**src/rtl/execute_stage_if.sv**
```systemverilog
// Instruction issue, register file read and write-back bundle for execute_stage.
// Signal names match the original flat port list so existing hookups map one-to-one.
interface execute_stage_if;
    logic        IVALID;
    logic        IREADY;
    logic [3:0]  OPCODE;
    logic [4:0]  RS1;
    logic [4:0]  RS2;
    logic [4:0]  RD;
    logic [15:0] IMM;
    logic        USEIMM;
    logic [4:0]  ASEL;
    logic [4:0]  BSEL;
    logic [31:0] AOUT;
    logic [31:0] BOUT;
    logic        WR;
    logic [4:0]  DSEL;
    logic [31:0] DIN;
    logic        BUSY;

    modport master (
        output IVALID, OPCODE, RS1, RS2, RD, IMM, USEIMM, AOUT, BOUT,
        input  IREADY, ASEL, BSEL, WR, DSEL, DIN, BUSY
    );

    modport slave (
        input  IVALID, OPCODE, RS1, RS2, RD, IMM, USEIMM, AOUT, BOUT,
        output IREADY, ASEL, BSEL, WR, DSEL, DIN, BUSY
    );
endinterface

```
**src/rtl/execute_stage.sv**
```systemverilog
// Single-issue execute/write-back stage: forwarding operand capture, 32-bit ALU with
// a multi-cycle multiply, and a registered write-back port into the register file.
module execute_stage #(
    parameter int unsigned MUL_CYCLES = 4
) (
    input  logic           clock,
    input  logic           reset,
    execute_stage_if.slave bus
);
    localparam int unsigned   CW       = $clog2(MUL_CYCLES);
    localparam logic [CW-1:0] CNT_LAST = CW'(MUL_CYCLES - 1);

    typedef enum logic [1:0] {IDLE, SINGLE, MUL_RUN, DONE} ex_state_t;
    typedef enum logic [3:0] {
        OP_ADD, OP_SUB, OP_AND, OP_OR, OP_XOR, OP_SLL, OP_SRL, OP_SRA,
        OP_SLT, OP_SLTU, OP_MUL, OP_PASSB
    } opcode_t;

    ex_state_t     state;
    logic [CW-1:0] cnt;
    logic          busy;
    logic [3:0]    ex_op;
    logic [4:0]    ex_rd;
    logic          ex_wr;
    logic [31:0]   ex_a;
    logic [31:0]   ex_b;
    logic          wr_q;
    logic [4:0]    dsel_q;
    logic [31:0]   din_q;

    logic [31:0]   ex_result;
    logic [31:0]   op_a;
    logic [31:0]   op_b;
    logic          ready;
    logic          accept;
    logic          ex_live;

    assign ready    = reset & ~busy;
    assign accept   = bus.IVALID & ready;
    // EX result is final (and forwardable) only for a single-cycle op or a finished MUL
    assign ex_live  = ((state == SINGLE) || (state == DONE)) && ex_wr;

    assign bus.IREADY = ready;
    assign bus.BUSY   = busy;
    assign bus.ASEL   = bus.RS1;
    assign bus.BSEL   = bus.RS2;
    assign bus.WR     = wr_q;
    assign bus.DSEL   = dsel_q;
    assign bus.DIN    = din_q;

    always_comb begin
        ex_result = '0;
        case (ex_op)
            OP_ADD:   ex_result = ex_a + ex_b;
            OP_SUB:   ex_result = ex_a - ex_b;
            OP_AND:   ex_result = ex_a & ex_b;
            OP_OR:    ex_result = ex_a | ex_b;
            OP_XOR:   ex_result = ex_a ^ ex_b;
            OP_SLL:   ex_result = ex_a << ex_b[4:0];
            OP_SRL:   ex_result = ex_a >> ex_b[4:0];
            OP_SRA:   ex_result = 32'($signed(ex_a) >>> ex_b[4:0]);
            OP_SLT:   ex_result = {31'b0, $signed(ex_a) < $signed(ex_b)};
            OP_SLTU:  ex_result = {31'b0, ex_a < ex_b};
            OP_MUL:   ex_result = ex_a * ex_b;
            OP_PASSB: ex_result = ex_b;
            default:  ex_result = '0;
        endcase
    end

    // Youngest producer wins; r0 always reads the register file
    always_comb begin
        op_a = bus.AOUT;
        if (bus.RS1 != '0) begin
            if (ex_live && ex_rd == bus.RS1)
                op_a = ex_result;
            else if (wr_q && dsel_q == bus.RS1)
                op_a = din_q;
        end
        op_b = bus.BOUT;
        if (bus.USEIMM)
            op_b = {{16{bus.IMM[15]}}, bus.IMM};
        else if (bus.RS2 != '0) begin
            if (ex_live && ex_rd == bus.RS2)
                op_b = ex_result;
            else if (wr_q && dsel_q == bus.RS2)
                op_b = din_q;
        end
    end

    always_ff @(posedge clock) begin
        if (!reset) begin
            state  <= IDLE;
            cnt    <= '0;
            busy   <= 1'b0;
            ex_op  <= '0;
            ex_rd  <= '0;
            ex_wr  <= 1'b0;
            ex_a   <= '0;
            ex_b   <= '0;
            wr_q   <= 1'b0;
            dsel_q <= '0;
            din_q  <= '0;
        end else begin
            wr_q <= ex_live;
            if (ex_live) begin
                dsel_q <= ex_rd;
                din_q  <= ex_result;
            end
            if (state == MUL_RUN) begin
                if (cnt == CNT_LAST) begin
                    state <= DONE;
                    busy  <= 1'b0;
                end else begin
                    cnt <= cnt + CW'(1);
                end
            end else if (accept) begin
                ex_op <= bus.OPCODE;
                ex_rd <= bus.RD;
                ex_wr <= (bus.OPCODE <= OP_PASSB) && (bus.RD != '0);
                ex_a  <= op_a;
                ex_b  <= op_b;
                if (bus.OPCODE == OP_MUL) begin
                    state <= MUL_RUN;
                    cnt   <= CW'(1);
                    busy  <= 1'b1;
                end else begin
                    state <= SINGLE;
                end
            end else begin
                state <= IDLE;
            end
        end
    end
endmodule

```
**src/flat_wrapper.sv**
```systemverilog
// flat-port wrapper written by rule: the top's interface ports become plain ports
module execute_stage_flat 
#(
    parameter int unsigned MUL_CYCLES = 4
)
  (clock, reset, bus_IVALID, bus_OPCODE, bus_RS1, bus_RS2, bus_RD, bus_IMM, bus_USEIMM, bus_AOUT, bus_BOUT, bus_IREADY, bus_ASEL, bus_BSEL, bus_WR, bus_DSEL, bus_DIN, bus_BUSY);
  execute_stage_if bus_i ();
  input  logic clock;
  input  logic reset;
  input wire logic [$bits(bus_i.IVALID)-1:0] bus_IVALID;
  input wire logic [$bits(bus_i.OPCODE)-1:0] bus_OPCODE;
  input wire logic [$bits(bus_i.RS1)-1:0] bus_RS1;
  input wire logic [$bits(bus_i.RS2)-1:0] bus_RS2;
  input wire logic [$bits(bus_i.RD)-1:0] bus_RD;
  input wire logic [$bits(bus_i.IMM)-1:0] bus_IMM;
  input wire logic [$bits(bus_i.USEIMM)-1:0] bus_USEIMM;
  input wire logic [$bits(bus_i.AOUT)-1:0] bus_AOUT;
  input wire logic [$bits(bus_i.BOUT)-1:0] bus_BOUT;
  output wire logic [$bits(bus_i.IREADY)-1:0] bus_IREADY;
  output wire logic [$bits(bus_i.ASEL)-1:0] bus_ASEL;
  output wire logic [$bits(bus_i.BSEL)-1:0] bus_BSEL;
  output wire logic [$bits(bus_i.WR)-1:0] bus_WR;
  output wire logic [$bits(bus_i.DSEL)-1:0] bus_DSEL;
  output wire logic [$bits(bus_i.DIN)-1:0] bus_DIN;
  output wire logic [$bits(bus_i.BUSY)-1:0] bus_BUSY;
  assign bus_i.IVALID = bus_IVALID;
  assign bus_i.OPCODE = bus_OPCODE;
  assign bus_i.RS1 = bus_RS1;
  assign bus_i.RS2 = bus_RS2;
  assign bus_i.RD = bus_RD;
  assign bus_i.IMM = bus_IMM;
  assign bus_i.USEIMM = bus_USEIMM;
  assign bus_i.AOUT = bus_AOUT;
  assign bus_i.BOUT = bus_BOUT;
  assign bus_IREADY = bus_i.IREADY;
  assign bus_ASEL = bus_i.ASEL;
  assign bus_BSEL = bus_i.BSEL;
  assign bus_WR = bus_i.WR;
  assign bus_DSEL = bus_i.DSEL;
  assign bus_DIN = bus_i.DIN;
  assign bus_BUSY = bus_i.BUSY;
  execute_stage #(.MUL_CYCLES(MUL_CYCLES)) u_core (.clock(clock), .reset(reset), .bus(bus_i));
endmodule
```
**config.mk**
```make
export PLATFORM = sky130hd
export DESIGN_NAME = execute_stage_flat
export DESIGN_NICKNAME = d
export VERILOG_FILES = /design/src/rtl/execute_stage_if.sv /design/src/rtl/execute_stage.sv /design/src/flat_wrapper.sv
export SDC_FILE = /design/constraint.sdc
export NUM_CORES = 2
export LEC_CHECK = 0
export BUFFER_PORTS_ARGS = -buffer_cell sky130_fd_sc_hd__buf_2
export CAP_MARGIN = 10
export CORE_MARGIN = 8
export CORE_UTILIZATION = 39
export CTS_CLUSTER_DIAMETER = 200
export DETAILED_ROUTE_END_ITERATION = 16
export HOLD_SLACK_MARGIN = 0.06
export PLACE_DENSITY = 0.56
export SLEW_MARGIN = 10
export SYNTH_ARGS = -nofsm -noshare
export SYNTH_HDL_FRONTEND = slang
export SYNTH_SLANG_ARGS = --single-unit
```
**constraint.sdc**
```tcl
create_clock -name clock -period 24.2 [get_ports clock]
set_clock_uncertainty 0.2 [all_clocks]
set_input_delay 2.42 -clock clock [delete_from_list [all_inputs] [get_ports clock]]
set_output_delay 2.42 -clock clock [all_outputs]
set_load 0.02 [all_outputs]
```
# Yosys cells after proc, flatten, opt, wreduce, memory -nomap -nowiden

Cells that the tools add are included.

Magnitude comparators: 3
Add/subtract/negate cells: 3
Reduce and logical (&&, ||, !) cells: 16
Shifts and indexed selects: 3
Bitwise operators: 7
Mux-type cells: 20
Equality and inequality tests: 22
$mul: 1

Operators by type and width:

| operator                                                               | number |
|---|---|
| 32-bit case mux with 12 select lines                                   | 1 |
| 32-bit 2-to-1 mux                                                      | 7 |
| 32-bit less-than comparator                                            | 2 |
| 32-bit adder                                                           | 1 |
| 32-bit AND                                                             | 1 |
| 32-bit by 32-bit multiplier with 32-bit output                         | 1 |
| 32-bit bitwise OR                                                      | 1 |
| 32-bit by 5-bit << shifter with 32-bit output                          | 1 |
| 32-bit by 5-bit >> shifter with 32-bit output                          | 1 |
| 32-bit by 5-bit >>> shifter with 32-bit output                         | 1 |
| 32-bit subtractor                                                      | 1 |
| 32-bit bitwise XOR                                                     | 1 |
| 4-bit equality test (second input constant)                            | 5 |
| 5-bit equality test                                                    | 4 |
| 4-bit by 3-bit equality test with 1-bit output (second input constant) | 4 |
| 2-bit 2-to-1 mux                                                       | 8 |
| 5-bit nonzero test                                                     | 3 |
| 4-bit by 2-bit equality test with 1-bit output (second input constant) | 2 |
| 2-bit equality test (second input constant)                            | 3 |
| 1-bit logical AND                                                      | 6 |
| 3-bit AND reduction                                                    | 2 |
| 4-bit by 1-bit equality test with 1-bit output (second input constant) | 1 |
| 4-bit <= comparator (second input constant)                            | 1 |
| 4-bit zero test                                                        | 1 |
| 9 further kinds                                                        | 16 |

Register bits: 117
Output and inout port bits: 50
Input bits: 103

# Longest topological paths before layout

Word-level depth: 7
Depth in mapped cells: 31

# Worst setup path before layout

OpenSTA, ideal clock, no wires.

Path kind: register -> register
From: register u_core.ex_b[3]
To: register u_core.ex_a[31]
Arrival time: 7904 ps
Cell stages (with the launch flop): 30
Period minus slack after synthesis: 8190 ps
Buffers on the path: 4
Setup slack: 16010 ps
Cells stage by stage: dfxtp_1 inv_1 buf_2 buf_1 buf_1 buf_1 nor2_1 fa_1 inv_1 fa_1 fa_1 fa_1 inv_1 fa_1 inv_1 fa_1 inv_1 fa_1 fa_1 ha_1 nand2_1 o211ai_1 a21o_1 a221oi_1 o31ai_1 a41o_1 o221ai_1 xnor2_1 a2bb2oi_2 a221oi_2

Word-level cells in the longest chain between the ends: 4
Elaborated cells between the ends (all ways): 9
Those cells by class: 2 x add/sub; 1 x mul; 3 x shift; 3 x mux

Ends and longest elaborated chain:

| item                                                                         | line                 | RTL |
|---|---|---|
| start, declared                                                              | execute_stage.sv:26  | `logic [31:0] ex_b;` |
| start signal, assigned                                                       | execute_stage.sv:121 | `ex_b <= op_b;` |
| 32-bit by 32-bit multiplier with 32-bit output, or another cell as far along | execute_stage.sv:64  | `OP_MUL: ex_result = ex_a * ex_b;` |
| 32-bit case mux with 12 select lines *                                       | execute_stage.sv:53  | `case (ex_op)` |
| 32-bit 2-to-1 mux *                                                          | execute_stage.sv:74  | `if (ex_live && ex_rd == bus.RS1)` |
| 32-bit 2-to-1 mux *                                                          | execute_stage.sv:73  | `if (bus.RS1 != '0) begin` |
| end signal, assigned                                                         | execute_stage.sv:120 | `ex_a <= op_a;` |
| end, declared                                                                | execute_stage.sv:25  | `logic [31:0] ex_a;` |

Mark *: on every way between the ends. The rest lies on a longest branch, timed or not.
A chain may end at the register's enable or synchronous reset.

# Worst setup path after layout

From: register u_core.ex_a[5]
To: register u_core.din_q[23] (netlist: u_core.bus.DIN[23])

Word-level cells in the longest chain between the ends: 2
Elaborated cells between the ends (all ways): 7
Those cells by class: 2 x add/sub; 1 x mul; 3 x shift; 1 x mux

Ends and longest elaborated chain:

| item                                                                         | line                 | RTL |
|---|---|---|
| 32-bit by 32-bit multiplier with 32-bit output, or another cell as far along | execute_stage.sv:64  |  |
| 32-bit case mux with 12 select lines *                                       | execute_stage.sv:53  |  |
| end signal, assigned                                                         | execute_stage.sv:107 | `din_q <= ex_result;` |
| end, declared                                                                | execute_stage.sv:29  | `logic [31:0] din_q;` |

Marked as above.

==> out/results.tsv <==
stage	metric	value	unit
clocking	later-pin clock latency in the skew report	0.43	ns
route	antenna viol nets, final	0	
synth	Post-Synth Simple-Gate Area	15.84	%
grt	vias in the first global route	29770	
power_and_ir_drop	Clk pwr share	19.0	%
route	Detailed Route WL	143700	um
sta	worst-margin pin slew	1.232	ns
grt	Tot GR Track Use	33.00	%
synth	asr flop ratio synth	0	%
route	First DRT Iteration DRCs	3927	
job	max-cap check violation count	0	
worst_hold_path	worst min path class	register to register	
worst_setup_path	CP arrival	9.06	ns
power_and_ir_drop	static leakage	13.79	nW
cells_and_area	nets@finish	4383	
power_and_ir_drop	part of the power in combinational logic	64.6	%
synth	sequential fraction of the synthesis area	7.909	%
synth	Unique masters post-synth	104	
power_and_ir_drop	maximum VDD drop	45.45	uV
worst_setup_path	Crit Path Class	register to register	
grt	first-pass GRT wire length	208800	um
worst_setup_path	worst-path fanout max	20	
clocking	Post-CTS Setup Bufs	0	
cells_and_area	post-route cell area	31870	sq um
clocking	Resized cells post-CTS	0	
synth	Post-Synth Adder-Cell Area	37.05	%
sta	Max Freq	111.3	MHz
sta	fin crit period	8.982	ns
cells_and_area	commonest non-fill, non-tap cell in the layout	nor2_1	
synth	Syn Std Cell Area	29620	sq um
power_and_ir_drop	Power Internal	0.6645	mW
worst_setup_path	Startpoint Class	register	
sta	Setup TNS Final	0	ns
power_and_ir_drop	total power	1.383	mW
run_status	status	finished, final reports clean	
synth	Mapped Cells	3651	
sta	Final Hold Vio Count	0	
floorplan	Die X	291.6	um
synth	combinational family with the most area after synthesis	adder cells	
cells_and_area	fin util	42.18	%
route	via count	29440	
place	DP Wirelength	107400	um
clocking	CTS tree	done	
cells_and_area	Area growth, synth to finish	7.622	%
worst_setup_path	Req. time, crit path	24.28	ns
synth	Yosys warning total	0	
synth	xor and xnor area share after synthesis	3.283	%
sta	Final Setup Violations	0	
floorplan	IO Count	153	
clocking	TritonCTS Buffers	17	
place	gpl congestion	1.051	
power_and_ir_drop	pwr dens	43.39	nW/um^2
route	DR WL/cell	30.94	um
clocking	H-tree levels	4	
power_and_ir_drop	Flop pwr share	16.4	%
floorplan	die area	85010	sq um
cells_and_area	layout cell share with drive strength beyond 1	11.80	%
sta	part of the cycle the worst path needs	37.12	%
power_and_ir_drop	switching share of power	51.96	%
synth	Post-synth EDFFs	0	
synth	complex-gate fraction of the synthesized area	18.94	%
floorplan	starting density of the core	39.19	%
floorplan	# rows	101	
worst_setup_path	slowest stage delay, CP	0.94	ns
floorplan	Vert. Die Dim	291.6	um
synth	post-synthesis mux area share	6.878	%
place	placed inst area	31240	sq um
clocking	Max Root-Sink Buffers	2	
synth	Synthesized Nets	4385	
clocking	CTS root buf	clkbuf_16	
sta	Rel. slew slack	17.68	%
sta	unrepaired setup endpoints after global routing	no	
grt	total global routing overflow	0	
floorplan	CORE AREA	75570	sq um
clocking	hold_buf cts	0	
grt	largest net degree at the start of global routing	73	
worst_setup_path	most used cell along the critical path	fa_1	
route	First-pass DRT Iterations	6	
synth	syn avg cell area	8.112	sq um
clocking	Clk pin slew, worst setup/hold paths	0.06	ns
worst_setup_path	critical path endpoint category	register	
grt	initial antenna violation count	6	
route	DR DRC count	0	
route	via/cell ratio	6.339	
cells_and_area	commonest cells after routing, fill and taps aside	nor2_1 (517), inv_1 (461), fa_1 (410)	
place	PortBufs	152	
clocking	clk sinks	117	
sta	pins over their slew limit	0	
power_and_ir_drop	P_sw	0.7187	mW
synth	Synth Register Bits	117	
worst_setup_path	critical path's slowest cell	clkinv_1	
synth	Most used DFF post-synth	dfxtp_1	
[logic make-up (layout without fill, tap and decap cells)]
logic type / Yosys count / after routing
AOI/OAI and AO/OA: 819 / 819
xor gates and xnor gates: 111 / 111
adders and majority gates: 631 / 631
buffers and inverters: 760 / 771
DFF: 117 / 117
muxes: 107 / 107
other: 0 / 5
and+or+nand+nor: 1106 / 1106
[routing by layer]
metal / share of wire (%) / global-route usage [%] / vias to the layer above
met5: 0.029 / 0 / -
li1: - / - / 12310
met4: 6.5 / 17.68 / 6
met3: 12 / 10.87 / 436
met2: 42 / 48.31 / 2041
met1: 39 / 42.95 / 14660
[power by group through the flow]
stage / combinational (mW) / sequential, mW / clock [mW]
after floorplan: 0.552 / 0.218 / 0
after global placement: 0.859 / 0.229 / 0
after detailed placement: 0.854 / 0.229 / 0
after CTS: 0.863 / 0.225 / 0.263
after global routing: 0.950 / 0.226 / 0.273
final: 0.894 / 0.227 / 0.262
[worst max-delay path, delay by kind of cell, from the launching register on]
| kind | cells | cell delay (ns) |
|---|---|---|
| XOR/XNOR | 1 | 0.21 |
| buffers and inverters | 8 | 1.64 |
| adder cells (fa/ha/maj) | 9 | 3.93 |
| AND/OR/NAND/NOR | 2 | 0.52 |
| AO/OA/AOI/OAI | 8 | 1.98 |
| flip-flops | 1 | 0.31 |
[per-stage QoR]
step	cells	hold slack, ns	setup slack [ns]
finish	4645	0.2390	15.22
global route	4641	0.2555	14.93
CTS	4639	0.2390	15.42
detailed placement	4607	0.2308	15.49
global placement	4607	0.2268	15.59
floorplan	3651	0.2501	16.01
[cell type report]
class,count,area (sq um)
well taps,978,1224
inverters,489,1836
clock inverters,12,141.4
diodes,5,12.51
repair buffers,250,1496
flip-flops and latches,117,2354
clock buffers,20,467.9
multi-input cells,2774,24340
fillers,7818,43700
[flip-flops by register name, indices dropped and copies added, names as in the netlist]
signal and flops:
u_core.ex_a 32, u_core.bus.DIN 32, u_core.ex_wr 1, u_core.ex_b 32, u_core.bus.WR 1, u_core.cnt 2
u_core.ex_op 4, u_core.ex_rd 5, u_core.state 2, u_core.bus.BUSY 1, u_core.bus.DSEL 5
[path summary, 6_finish.rpt]
path	depth (start not counted)	from	end	slack [ns]
worst max register to register	28	u_core.ex_a[5]	u_core.bus.DIN[23]	15.22
worst min register to register	2	u_core.ex_a[4]	u_core.ex_a[4]	0.24
worst min-delay path	2	u_core.ex_a[4]	u_core.ex_a[4]	0.24
worst max-delay path	28	u_core.ex_a[5]	u_core.bus.DIN[23]	15.22
[Yosys cell counts (all sizes together), types with 16 or more instances]
library cell  count  area [sq um]
a22oi            23         172.7
o211ai           36         270.3
a21oi           217          1094
o221ai           50         444.2
o21a             22         165.2
o22ai            19         118.9
nand2           378          1419
nor2            520          1954
mux4             76          1719
clkbuf          181         679.4
inv             475          1783
dfxtp           117          2342
o21bai           24         180.2
nand3            31         155.2
a221oi           46         446.7
nor2b            16         100.1
ha              221          2765
a21o             27         202.7
fa              410          8208
xor2             30         262.8
and2             16         100.1
a211oi           37         297.8
nor3             55         285.3
o21ai           153         765.7
xnor2            81         709.4
buf              90         475.4
a31oi            28         175.2
mux2i            25         250.2
o31ai            22         170.2
a221o            23         230.2
Power figures use the tool's default switching activity.
